--- src/rtl/enemy_pkg.sv ---
// -----------------------------------------------------------------------------
// enemy_pkg
// Shared definitions for the enemy-side blocks: screen geometry constants,
// the position width, and the fire-scheduler state enumeration.
// No ports (package).
// -----------------------------------------------------------------------------
package enemy_pkg;

    localparam int POS_W      = 10;   // all on-screen coordinates are 10-bit
    localparam int SCREEN_BOT = 479;  // last visible row
    localparam int SHIP_WIDTH = 40;   // enemy ship sprite width in pixels

    typedef enum logic [1:0] {
        IDLE     = 2'd0,
        COOLDOWN = 2'd1,
        SELECT   = 2'd2,
        FLYING   = 2'd3
    } enemy_state_t;

endpackage

--- src/rtl/rr_arbiter.sv ---
// -----------------------------------------------------------------------------
// rr_arbiter
// One-hot round-robin arbiter. The grant is purely combinational from the
// request vector and the current pointer: the first set request at or after
// the pointer wins, wrapping past the top. When accept_i is high and some
// request is present, the pointer moves to one past the granted index.
//
// Ports:
//   clk_i        in   clock
//   reset_i      in   asynchronous active-high reset (pointer -> 0)
//   req_i        in   request vector, width_p bits
//   accept_i     in   consume the current grant and advance the pointer
//   grant_o      out  one-hot grant (all zero when req_i == 0)
//   grant_idx_o  out  binary index of the granted bit
//   any_o        out  at least one request present
// -----------------------------------------------------------------------------
module rr_arbiter #(
    parameter int width_p = 8,
    parameter int idx_w_p = (width_p > 1) ? $clog2(width_p) : 1
) (
    input  logic               clk_i,
    input  logic               reset_i,
    input  logic [width_p-1:0] req_i,
    input  logic               accept_i,
    output logic [width_p-1:0] grant_o,
    output logic [idx_w_p-1:0] grant_idx_o,
    output logic               any_o
);

    logic [idx_w_p-1:0] r_ptr;
    logic [width_p-1:0] w_mask;
    logic [width_p-1:0] w_hi;
    logic [width_p-1:0] w_grant_hi;
    logic [width_p-1:0] w_grant_lo;
    logic [width_p-1:0] w_grant;
    logic [idx_w_p-1:0] w_idx;
    logic               w_seen_hi;
    logic               w_seen_lo;

    // Requests at or above the pointer form the high-priority half; if none
    // of them is set, the lowest request overall wins (that is the wrap).
    for (genvar gi = 0; gi < width_p; gi++) begin : g_mask
        assign w_mask[gi] = (idx_w_p'(gi) >= r_ptr);
    end
    assign w_hi = req_i & w_mask;

    always_comb begin
        w_grant_hi = '0;
        w_grant_lo = '0;
        w_seen_hi  = 1'b0;
        w_seen_lo  = 1'b0;
        for (int i = 0; i < width_p; i++) begin
            if (w_hi[i] && !w_seen_hi) begin
                w_grant_hi[i] = 1'b1;
                w_seen_hi     = 1'b1;
            end
            if (req_i[i] && !w_seen_lo) begin
                w_grant_lo[i] = 1'b1;
                w_seen_lo     = 1'b1;
            end
        end
    end

    assign w_grant = (|w_hi) ? w_grant_hi : w_grant_lo;

    always_comb begin
        w_idx = '0;
        for (int i = 0; i < width_p; i++) begin
            if (w_grant[i]) begin
                w_idx = w_idx | idx_w_p'(i);
            end
        end
    end

    always_ff @(posedge clk_i or posedge reset_i) begin
        if (reset_i) begin
            r_ptr <= '0;
        end else if (accept_i && (|req_i)) begin
            r_ptr <= (w_idx == idx_w_p'(width_p - 1)) ? '0 : w_idx + 1'b1;
        end
    end

    assign grant_o     = w_grant;
    assign grant_idx_o = w_idx;
    assign any_o       = |req_i;

endmodule

--- src/rtl/enemy_fire_scheduler.sv ---
// -----------------------------------------------------------------------------
// enemy_fire_scheduler
// Shares the single enemy bullet slot among the front ships of each column.
// After start it waits a cooldown (counted in frames), picks a requesting
// column round-robin, launches the bullet under that ship and steps it down
// once per frame until the collision logic reports a hit or it would leave
// the bottom of the screen; then the cooldown starts again.
//
// Ports:
//   clk_i            in   system clock
//   reset_i          in   asynchronous active-high reset
//   frame_i          in   one-cycle pulse per rendered frame
//   start_i          in   enables firing (only looked at in IDLE)
//   col_req_i        in   bit c = column c has a living front ship
//   col_left_i       in   packed left x of each front ship, 10 bits per column
//   col_bot_i        in   packed bottom y of each front ship, 10 bits per column
//   bullet_hit_i     in   bullet hit the player or a shield
//   grant_o          out  one-hot column that fired last
//   fire_o           out  one-cycle pulse at launch
//   bullet_active_o  out  bullet is on screen
//   bullet_left_o    out  bullet left x
//   bullet_top_o     out  bullet top y
//   bullet_bot_o     out  bullet bottom y (top + bullet_len_p - 1)
// -----------------------------------------------------------------------------
module enemy_fire_scheduler
    import enemy_pkg::*;
#(
    parameter int num_cols_p       = 8,
    parameter int bullet_delay_p   = 5,
    parameter int frames_per_sec_p = 60,
    parameter int bullet_step_p    = 4,
    parameter int bullet_len_p     = 10,
    parameter int ship_width_p     = SHIP_WIDTH,
    parameter int screen_bot_p     = SCREEN_BOT
) (
    input  logic                       clk_i,
    input  logic                       reset_i,
    input  logic                       frame_i,
    input  logic                       start_i,
    input  logic [num_cols_p-1:0]      col_req_i,
    input  logic [POS_W*num_cols_p-1:0] col_left_i,
    input  logic [POS_W*num_cols_p-1:0] col_bot_i,
    input  logic                       bullet_hit_i,
    output logic [num_cols_p-1:0]      grant_o,
    output logic                       fire_o,
    output logic                       bullet_active_o,
    output logic [POS_W-1:0]           bullet_left_o,
    output logic [POS_W-1:0]           bullet_top_o,
    output logic [POS_W-1:0]           bullet_bot_o
);

    localparam int cd_total_lp = bullet_delay_p * frames_per_sec_p;
    localparam int cnt_w_lp    = (cd_total_lp > 1) ? $clog2(cd_total_lp) : 1;
    localparam int idx_w_lp    = (num_cols_p > 1) ? $clog2(num_cols_p) : 1;

    localparam logic [cnt_w_lp-1:0] cd_last_lp   = cnt_w_lp'(cd_total_lp - 1);
    localparam logic [POS_W-1:0]    x_offs_lp    = POS_W'(ship_width_p / 2 - 2);
    localparam logic [POS_W-1:0]    step_lp      = POS_W'(bullet_step_p);
    localparam logic [POS_W-1:0]    len_m1_lp    = POS_W'(bullet_len_p - 1);
    localparam logic [POS_W:0]      reach_lp     = (POS_W + 1)'(bullet_step_p + bullet_len_p - 1);
    localparam logic [POS_W:0]      screen_bot_w = (POS_W + 1)'(screen_bot_p);

    enemy_state_t          r_state;
    enemy_state_t          w_state_next;
    logic [cnt_w_lp-1:0]   r_count;
    logic [cnt_w_lp-1:0]   w_count_next;
    logic [num_cols_p-1:0] r_grant;
    logic [num_cols_p-1:0] w_grant_next;
    logic                  r_fire;
    logic                  w_fire_next;
    logic                  r_active;
    logic                  w_active_next;
    logic [POS_W-1:0]      r_left;
    logic [POS_W-1:0]      w_left_next;
    logic [POS_W-1:0]      r_top;
    logic [POS_W-1:0]      w_top_next;
    logic [POS_W-1:0]      r_bot;
    logic [POS_W-1:0]      w_bot_next;

    logic [POS_W-1:0]      w_col_left [num_cols_p];
    logic [POS_W-1:0]      w_col_bot  [num_cols_p];
    logic [num_cols_p-1:0] w_arb_grant;
    logic [idx_w_lp-1:0]   w_arb_idx;
    logic                  w_arb_any;
    logic                  w_accept;
    logic [POS_W-1:0]      w_launch_left;
    logic [POS_W-1:0]      w_launch_top;
    logic [POS_W-1:0]      w_step_top;
    logic                  w_offscreen;

    for (genvar gi = 0; gi < num_cols_p; gi++) begin : g_unpack
        assign w_col_left[gi] = col_left_i[POS_W*gi +: POS_W];
        assign w_col_bot[gi]  = col_bot_i[POS_W*gi +: POS_W];
    end

    // The pointer advances only when a shot actually launches.
    assign w_accept = (r_state == SELECT) && w_arb_any;

    rr_arbiter #(
        .width_p (num_cols_p),
        .idx_w_p (idx_w_lp)
    ) u_arb (
        .clk_i       (clk_i),
        .reset_i     (reset_i),
        .req_i       (col_req_i),
        .accept_i    (w_accept),
        .grant_o     (w_arb_grant),
        .grant_idx_o (w_arb_idx),
        .any_o       (w_arb_any)
    );

    assign w_launch_left = w_col_left[w_arb_idx] + x_offs_lp;
    assign w_launch_top  = w_col_bot[w_arb_idx] + 10'd1;
    assign w_step_top    = r_top + step_lp;

    // Widened by one bit so a bullet near the bottom cannot wrap to a small y
    // and appear to still be on screen.
    assign w_offscreen = ({1'b0, r_top} + reach_lp) > screen_bot_w;

    always_ff @(posedge clk_i or posedge reset_i) begin
        if (reset_i) begin
            r_state  <= IDLE;
            r_count  <= '0;
            r_grant  <= '0;
            r_fire   <= 1'b0;
            r_active <= 1'b0;
            r_left   <= '0;
            r_top    <= '0;
            r_bot    <= '0;
        end else begin
            r_state  <= w_state_next;
            r_count  <= w_count_next;
            r_grant  <= w_grant_next;
            r_fire   <= w_fire_next;
            r_active <= w_active_next;
            r_left   <= w_left_next;
            r_top    <= w_top_next;
            r_bot    <= w_bot_next;
        end
    end

    always_comb begin
        w_state_next  = r_state;
        w_count_next  = r_count;
        w_grant_next  = r_grant;
        w_fire_next   = 1'b0;
        w_active_next = r_active;
        w_left_next   = r_left;
        w_top_next    = r_top;
        w_bot_next    = r_bot;

        case (r_state)
            IDLE: begin
                if (start_i) begin
                    w_state_next = COOLDOWN;
                    w_count_next = '0;
                end
            end

            COOLDOWN: begin
                if (frame_i) begin
                    if (r_count == cd_last_lp) begin
                        w_state_next = SELECT;
                    end else begin
                        w_count_next = r_count + 1'b1;
                    end
                end
            end

            SELECT: begin
                // With no living front ship the scheduler simply waits here.
                if (w_arb_any) begin
                    w_grant_next  = w_arb_grant;
                    w_fire_next   = 1'b1;
                    w_active_next = 1'b1;
                    w_left_next   = w_launch_left;
                    w_top_next    = w_launch_top;
                    w_bot_next    = w_launch_top + len_m1_lp;
                    w_state_next  = FLYING;
                end
            end

            FLYING: begin
                // A hit in the same cycle as a frame wins: the bullet is
                // retired where it was drawn, not one step further.
                if (bullet_hit_i || (frame_i && w_offscreen)) begin
                    w_active_next = 1'b0;
                    w_count_next  = '0;
                    w_state_next  = COOLDOWN;
                end else if (frame_i) begin
                    w_top_next = w_step_top;
                    w_bot_next = w_step_top + len_m1_lp;
                end
            end

            default: begin
                w_state_next = IDLE;
            end
        endcase
    end

    assign grant_o         = r_grant;
    assign fire_o          = r_fire;
    assign bullet_active_o = r_active;
    assign bullet_left_o   = r_left;
    assign bullet_top_o    = r_top;
    assign bullet_bot_o    = r_bot;

endmodule
--- config.mk ---
export PLATFORM = sky130hd
export DESIGN_NAME = enemy_fire_scheduler
export DESIGN_NICKNAME = d
export VERILOG_FILES = /design/src/rtl/enemy_pkg.sv /design/src/rtl/rr_arbiter.sv /design/src/rtl/enemy_fire_scheduler.sv
export SDC_FILE = /design/constraint.sdc
export NUM_CORES = 1
export LEC_CHECK = 0
export CAP_MARGIN = 20
export CORE_MARGIN = 5
export CORE_UTILIZATION = 44
export DETAILED_ROUTE_END_ITERATION = 10
export PLACE_DENSITY = 0.83
export SLEW_MARGIN = 10
export SYNTH_ARGS = -nofsm -noshare
export SYNTH_HDL_FRONTEND = slang
export SYNTH_SLANG_ARGS = --single-unit
--- constraint.sdc ---
create_clock -name clk_i -period 4.9 [get_ports clk_i]
set_input_delay 0.49 -clock clk_i [delete_from_list [all_inputs] [get_ports clk_i]]
set_output_delay 0.49 -clock clk_i [all_outputs]
set_load 0.005 [all_outputs]
==> flow_metrics.env, run 1 <==
export IMPL_outcome="complete, no violations"
export IMPL_gr_usage_all_layers=0.251
export IMPL_hp_class="reg2reg"
export IMPL_cp_max_fo=13
export IMPL_async_reset_ff_frac=1.00
export IMPL_clock_root_buffer="clkbuf_16"
export IMPL_synthesis_nets=881
export IMPL_dpl_instance_area_um2=7370
export IMPL_grt_pass1_wl_mm=27.3
export IMPL_powerDensity_nw_per_um2=655
export IMPL_start_kind="input port"
export IMPL_ant_nets=0
export IMPL_tns_ps=0
export IMPL_dp_hpwl_mm=13.9
export IMPL_fillers=989
export IMPL_netlist_area_leader_share=0.269
export IMPL_max_slew_margin=0.490
export IMPL_finalCriticalPeriod_ps=4560
export IMPL_cts_setup_buffers=0
export IMPL_layout_drive_gt1_share=0.0788
export IMPL_htreeDepth=2
export IMPL_routed_wl_mm=17.3
export IMPL_hold_viol=0
export IMPL_synth_area_leaders="dfrtp_1 27%, nand2_1 14%, nand3_1 6.3%, mux2i_1 5.6%, o21ai_0 4.3%"
export IMPL_final_common_cell="clkdlybuf4s50_1"
export IMPL_max_cap_violations=0
export IMPL_whs_path_depth=2
export IMPL_area_growth_pct=50.6
export IMPL_endpoint_kind="flip-flop"
export IMPL_grt_pass1_vias=5504
export IMPL_cts_tree="done"
export IMPL_drv_slew=0
export IMPL_io_pins=213
export IMPL_syn_avg_cell_area_um2=7.23
export IMPL_synth_top_cell_by_area="dfrtp_1"
export IMPL_ys_ff_latch=54
export IMPL_r2r_start="u_arb.r_ptr[1]$_DFFE_PP0P_"
export IMPL_required_ps=5140
export IMPL_final_cell_mix="212 x clkdlybuf4s50_1, 191 x nand2_1, 63 x nand3_1"
export IMPL_worstHoldEndpoint="bullet_left_o[5]$_DFFE_PP0P_"
export IMPL_stdcell_count=1044
export IMPL_timing_fmax_mhz=219
export IMPL_vias=5734
export IMPL_grt_max_degree=55
export IMPL_rr_worst_depth=17
export IMPL_diodes=0
export IMPL_dp_cells=1036
export IMPL_syn_area_um2=5010
export IMPL_synthDistinctLibCells=74
export IMPL_crit_start="col_req_i[0]"
export IMPL_cts_resized_gates=0
export IMPL_final_nets=1088
export IMPL_ir_worst_vdd_mv=0.326
export IMPL_dieHeight_um=117
export IMPL_portBuffers=212
export IMPL_yosysWarnings=0
export IMPL_rr_endpoint="bullet_bot_o[9]$_DFFE_PP0P_"
export IMPL_cts_buffer_depth=2
export IMPL_dieWidth_um=117
export IMPL_seq_area_frac_synth=0.269
export IMPL_p_leak_nw=3.25
export IMPL_synth_edf_count=0
export IMPL_clk_pin_slew_ps=70
export IMPL_clkLatencyLatePin_ps=300
export IMPL_synthCells=694
export IMPL_initial_core_util=0.445
export IMPL_rows=39
export IMPL_rrSetupSlack_ps=530
export IMPL_worst_pin_slew_ps=745
export IMPL_cts_sinks=54
export IMPL_holdWs_ps=481
export IMPL_die_area_um2=13600
export IMPL_postLayoutSetupSlackWorst_ps=343
export IMPL_dpl_worst_slack_ps=36.2
export IMPL_skew_ps=5.47
export IMPL_dr_pass1_iters=5
export IMPL_rsz0062_at_grt="no"
export IMPL_postCtsHoldBufs=0
export IMPL_yosys_most_used_dff="dfrtp_1"
export IMPL_setup_violations=0
export IMPL_fin_util=0.670
export IMPL_finalInstanceArea_um2=7550
export IMPL_routedWlPerCell_um=16.6
export IMPL_grt_ovfl_total=0
export IMPL_path_class="in2reg"
export IMPL_cts_buffers=5
export IMPL_drtIter0Drc=403
export IMPL_route_detailed_drc=0
export IMPL_arrival_ps=4790
export IMPL_finalCritPeriodShare=0.930
export IMPL_vias_per_cell=5.49
export IMPL_antenna_found_initial=0
export IMPL_hold_path_startpoint="bullet_left_o[5]$_DFFE_PP0P_"
export IMPL_place_congestion=0.915
export IMPL_power_total_mw=4.94
export IMPL_core_area_um2=11300
[logic make-up (layout without fill, tap and decap cells)]
kind of cell               after synthesis  in the layout  share of synthesized area
buffers and inverters                   68            275                     0.0569
DFF                                     54             54                      0.269
muxes                                   41             41                     0.0851
AOI/OAI and AO/OA                      154            154                      0.206
xor gates and xnor gates                29             29                     0.0506
and+or+nand+nor                        334            334                      0.297
adders and majority gates               14             14                     0.0349
[worst max-delay path by stage]
stage,slack [ps],cells after the start,endpoint
after CTS,330,17,bullet_bot_o[9]$_DFFE_PP0P_
after global routing,20,19,bullet_bot_o[9]$_DFFE_PP0P_
after floorplan,190,17,bullet_bot_o[9]$_DFFE_PP0P_
after global placement,130,14,bullet_bot_o[9]$_DFFE_PP0P_
final,340,17,bullet_bot_o[9]$_DFFE_PP0P_
after detailed placement,40,17,bullet_bot_o[9]$_DFFE_PP0P_
[where the power goes]
part	switching [mW]	total [mW]	internal (mW)	leakage, nW
Combinational	2.02	3.69	1.67	2.49
Sequential	0.212	0.852	0.640	0.679
Clock	0.164	0.404	0.239	0.0799
Total	2.39	4.94	2.55	3.25
[synthesized netlist by cell type (2+ instances only)]
master     number
o2111ai_1       2
buf_1           5
o211ai_1        6
nand4_1         5
a31oi_1         8
a22o_1          8
nor3b_1         2
xor2_1         16
o21ba_1         2
dfrtp_1        54
a2111oi_0       4
o21bai_1        2
a32o_1          2
or2_2           2
o31ai_1         2
o21ai_0        43
mux2i_1        28
clkbuf_1       24
and2_1          3
nor3_1          8
nor2_1         31
buf_2          11
nand3_1        63
ha_1           14
xnor2_1        13
nor4_1          2
o22ai_1         3
inv_1          23
nand2b_1        2
a211o_1         2
nor2b_1         4
nand2_1       191
inv_2           3
a21boi_1        2
and3_1          5
a221o_1         3
a21oi_1        31
o21ai_1        14
nor3_2          2
or3_1           4
mux2_2         12
[layout make-up]
| type | count | area, um2 | area share |
|---|---|---|---|
| clock buffer | 5 | 125 | 0.0166 |
| multi-input combinational | 572 | 3380 | 0.448 |
| inverter | 27 | 101 | 0.0134 |
| timing repair buffer | 241 | 2370 | 0.314 |
| tap | 143 | 179 | 0.0237 |
| clock inverter | 2 | 38.8 | 0.00514 |
| sequential | 54 | 1350 | 0.179 |
[state kept, by name (all words and copies together), names as in the netlist]
register,count
bullet_bot_o,10
bullet_left_o,10
bullet_top_o,10
r_count,9
grant_o,8
u_arb.r_ptr,3
r_state,2
bullet_active_o,1
fire_o,1
[metal layers]
| layer | GRT usage | wire [um] | part of all wire |
|---|---|---|---|
| met4 | 0.0810 | 448 | 0.026 |
| met1 | 0.305 | 7120 | 0.41 |
| met2 | 0.446 | 8610 | 0.50 |
| met5 | 0 | 0 | 0 |
| met3 | 0.0482 | 1150 | 0.066 |
[critical path: stages]
cell and delay (ps):
clkdlybuf4s50_1 420, or4_4 560, a2111oi_2 410, o2111ai_1 210
and3_1 280, inv_2 250, a21oi_1 70, a22o_1 250
mux2i_1 180, ha_1 190, and3b_1 180, o31ai_2 260
nand3_1 150, o211ai_1 170, nand3_2 140, or4_1 480
nand3_1 90
No activity file was read; power rests on OpenSTA's default activity.
==> run 2, diff against run 1 <==
Settings changed: CORE_MARGIN 5 to 3, MAX_ROUTING_LAYER from default to met4.
==> run 2 against run 1 <==
Net effect: global-route usage rose by 2.2 points; fmax rose by 0.95%; die area fell by 6.7%; worst setup slack improved by 43 ps; critical endpoint unchanged.
==> flow_metrics.env, run 2 (synthesis results as in run 1) <==
export IMPL_outcome="complete, no violations"
export IMPL_routed_wl_mm=17.3
export IMPL_place_congestion=1.01
export IMPL_fillers=955
export IMPL_routedWlPerCell_um=16.5
export IMPL_cts_sinks=54
export IMPL_ant_nets=0
export IMPL_portBuffers=212
export IMPL_gr_usage_all_layers=0.273
export IMPL_clk_pin_slew_ps=70
export IMPL_rrSetupSlack_ps=630
export IMPL_regArea_um2=1350
export IMPL_postLayoutSetupSlackWorst_ps=386
export IMPL_multi_input_area_um2=3380
export IMPL_vias_per_cell=5.54
export IMPL_ir_worst_vdd_mv=0.329
export IMPL_max_cap_violations=0
export IMPL_worst_pin_slew_ps=690
export IMPL_p_leak_nw=3.24
export IMPL_cp_max_fo=9
export IMPL_dieWidth_um=113
export IMPL_finalCriticalPeriod_ps=4510
export IMPL_final_cell_mix="212 x clkdlybuf4s50_1, 191 x nand2_1, 63 x nand3_1"
export IMPL_endpoint_kind="flip-flop"
export IMPL_max_slew_margin=0.528
export IMPL_path_class="in2reg"
export IMPL_timing_fmax_mhz=222
export IMPL_final_nets=1090
export IMPL_grt_max_degree=57
export IMPL_layout_drive_gt1_share=0.0808
export IMPL_hold_viol=0
export IMPL_drtIter0Drc=379
export IMPL_rsz0062_at_grt="no"
export IMPL_tns_ps=0
export IMPL_required_ps=5140
export IMPL_dp_hpwl_mm=14.2
export IMPL_io_pins=213
export IMPL_start_kind="input port"
export IMPL_grt_pass1_vias=5679
export IMPL_initial_core_util=0.457
export IMPL_cts_resized_gates=0
export IMPL_rows=38
export IMPL_arrival_ps=4750
export IMPL_dieHeight_um=113
export IMPL_hp_class="reg2reg"
export IMPL_postCtsHoldBufs=0
export IMPL_cts_tree="done"
export IMPL_route_detailed_drc=0
export IMPL_finalCritPeriodShare=0.921
export IMPL_cts_setup_buffers=0
export IMPL_powerDensity_nw_per_um2=648
export IMPL_grt_ovfl_total=0
export IMPL_die_area_um2=12700
export IMPL_core_area_um2=11000
export IMPL_diodes=0
export IMPL_vias=5776
export IMPL_cts_buffer_depth=2
export IMPL_clkLatencyLatePin_ps=300
export IMPL_dpl_worst_slack_ps=88.8
export IMPL_drv_slew=0
export IMPL_grt_pass1_wl_mm=27.5
export IMPL_antenna_found_initial=0
export IMPL_cts_buffers=5
export IMPL_htreeDepth=2
export IMPL_skew_ps=7.88
export IMPL_final_common_cell="clkdlybuf4s50_1"
export IMPL_dr_pass1_iters=5
export IMPL_setup_violations=0
export IMPL_area_growth_pct=50.0
export IMPL_clock_root_buffer="clkbuf_16"
run 2: changes by cell type in the layout (fill, tap and decap cells not counted), sizes merged:
cell    delta
buf        +2
bufinv     -1
inv        +1
run 2: final timing paths:
path,startpoint,end,depth (start not counted)
max in group asynchronous,reset_i,r_count[5]$_DFFE_PP0P_,3
min in group asynchronous,reset_i,grant_o[0]$_DFFE_PP0P_,3
setup reg to reg,u_arb.r_ptr[1]$_DFFE_PP0P_,bullet_bot_o[9]$_DFFE_PP0P_,16
hold / removal,grant_o[1]$_DFFE_PP0P_,grant_o[1]$_DFFE_PP0P_,2
setup / recovery,col_req_i[0],bullet_bot_o[9]$_DFFE_PP0P_,17
hold reg to reg,grant_o[1]$_DFFE_PP0P_,grant_o[1]$_DFFE_PP0P_,2
run 2: area by class of cell:
class                   instances  area share
repair buffers                243       0.316
clock inverters                 2     0.00183
multi-input cells             572       0.450
clock buffers                   5      0.0166
flip-flops and latches         54       0.180
well taps                     140      0.0233
inverters                      27      0.0135
run 2: per-layer routing:
metal | track usage | vias up | part of all wire
met5 | - | - | 0
li1 | - | 2846 | -
met1 | 0.343 | 2671 | 0.42
met3 | 0.0364 | 31 | 0.058
met2 | 0.457 | 228 | 0.49
met4 | 0.0889 | 0 | 0.027
run 2: worst max-delay path, cell delays in order:
cell and delay [ps]:
clkdlybuf4s50_1 470, or4_4 580, a2111oi_2 410, o2111ai_1 180, and3_1 250, inv_2 170, a21oi_1 70, a22o_1 230
mux2i_1 200, ha_1 250, and3b_1 200, o31ai_2 250, nand3_1 140, o211ai_1 150, nand3_2 130, or4_1 480
nand3_1 90
run 2: through the flow:
step	hold WS (ps)	instances	util	instance area, um2	power, mW
6_report	479	1043	0.685	7520	4.88
5_1_grt	513	1043	0.685	7520	5.32
4_1_cts	484	1042	0.684	7510	4.85
3_5_place_dp	469	1035	0.671	7370	4.48
3_3_place_gp	462	1035	0.671	7370	4.40
2_1_floorplan	470	694	-	5010	3.27
run 2: report_power, final:
| group | switching [mW] | total, mW | internal [mW] |
|---|---|---|---|
| combinational | 2.00 | 3.66 | 1.67 |
| sequential | 0.217 | 0.856 | 0.640 |
| clock | 0.169 | 0.358 | 0.188 |
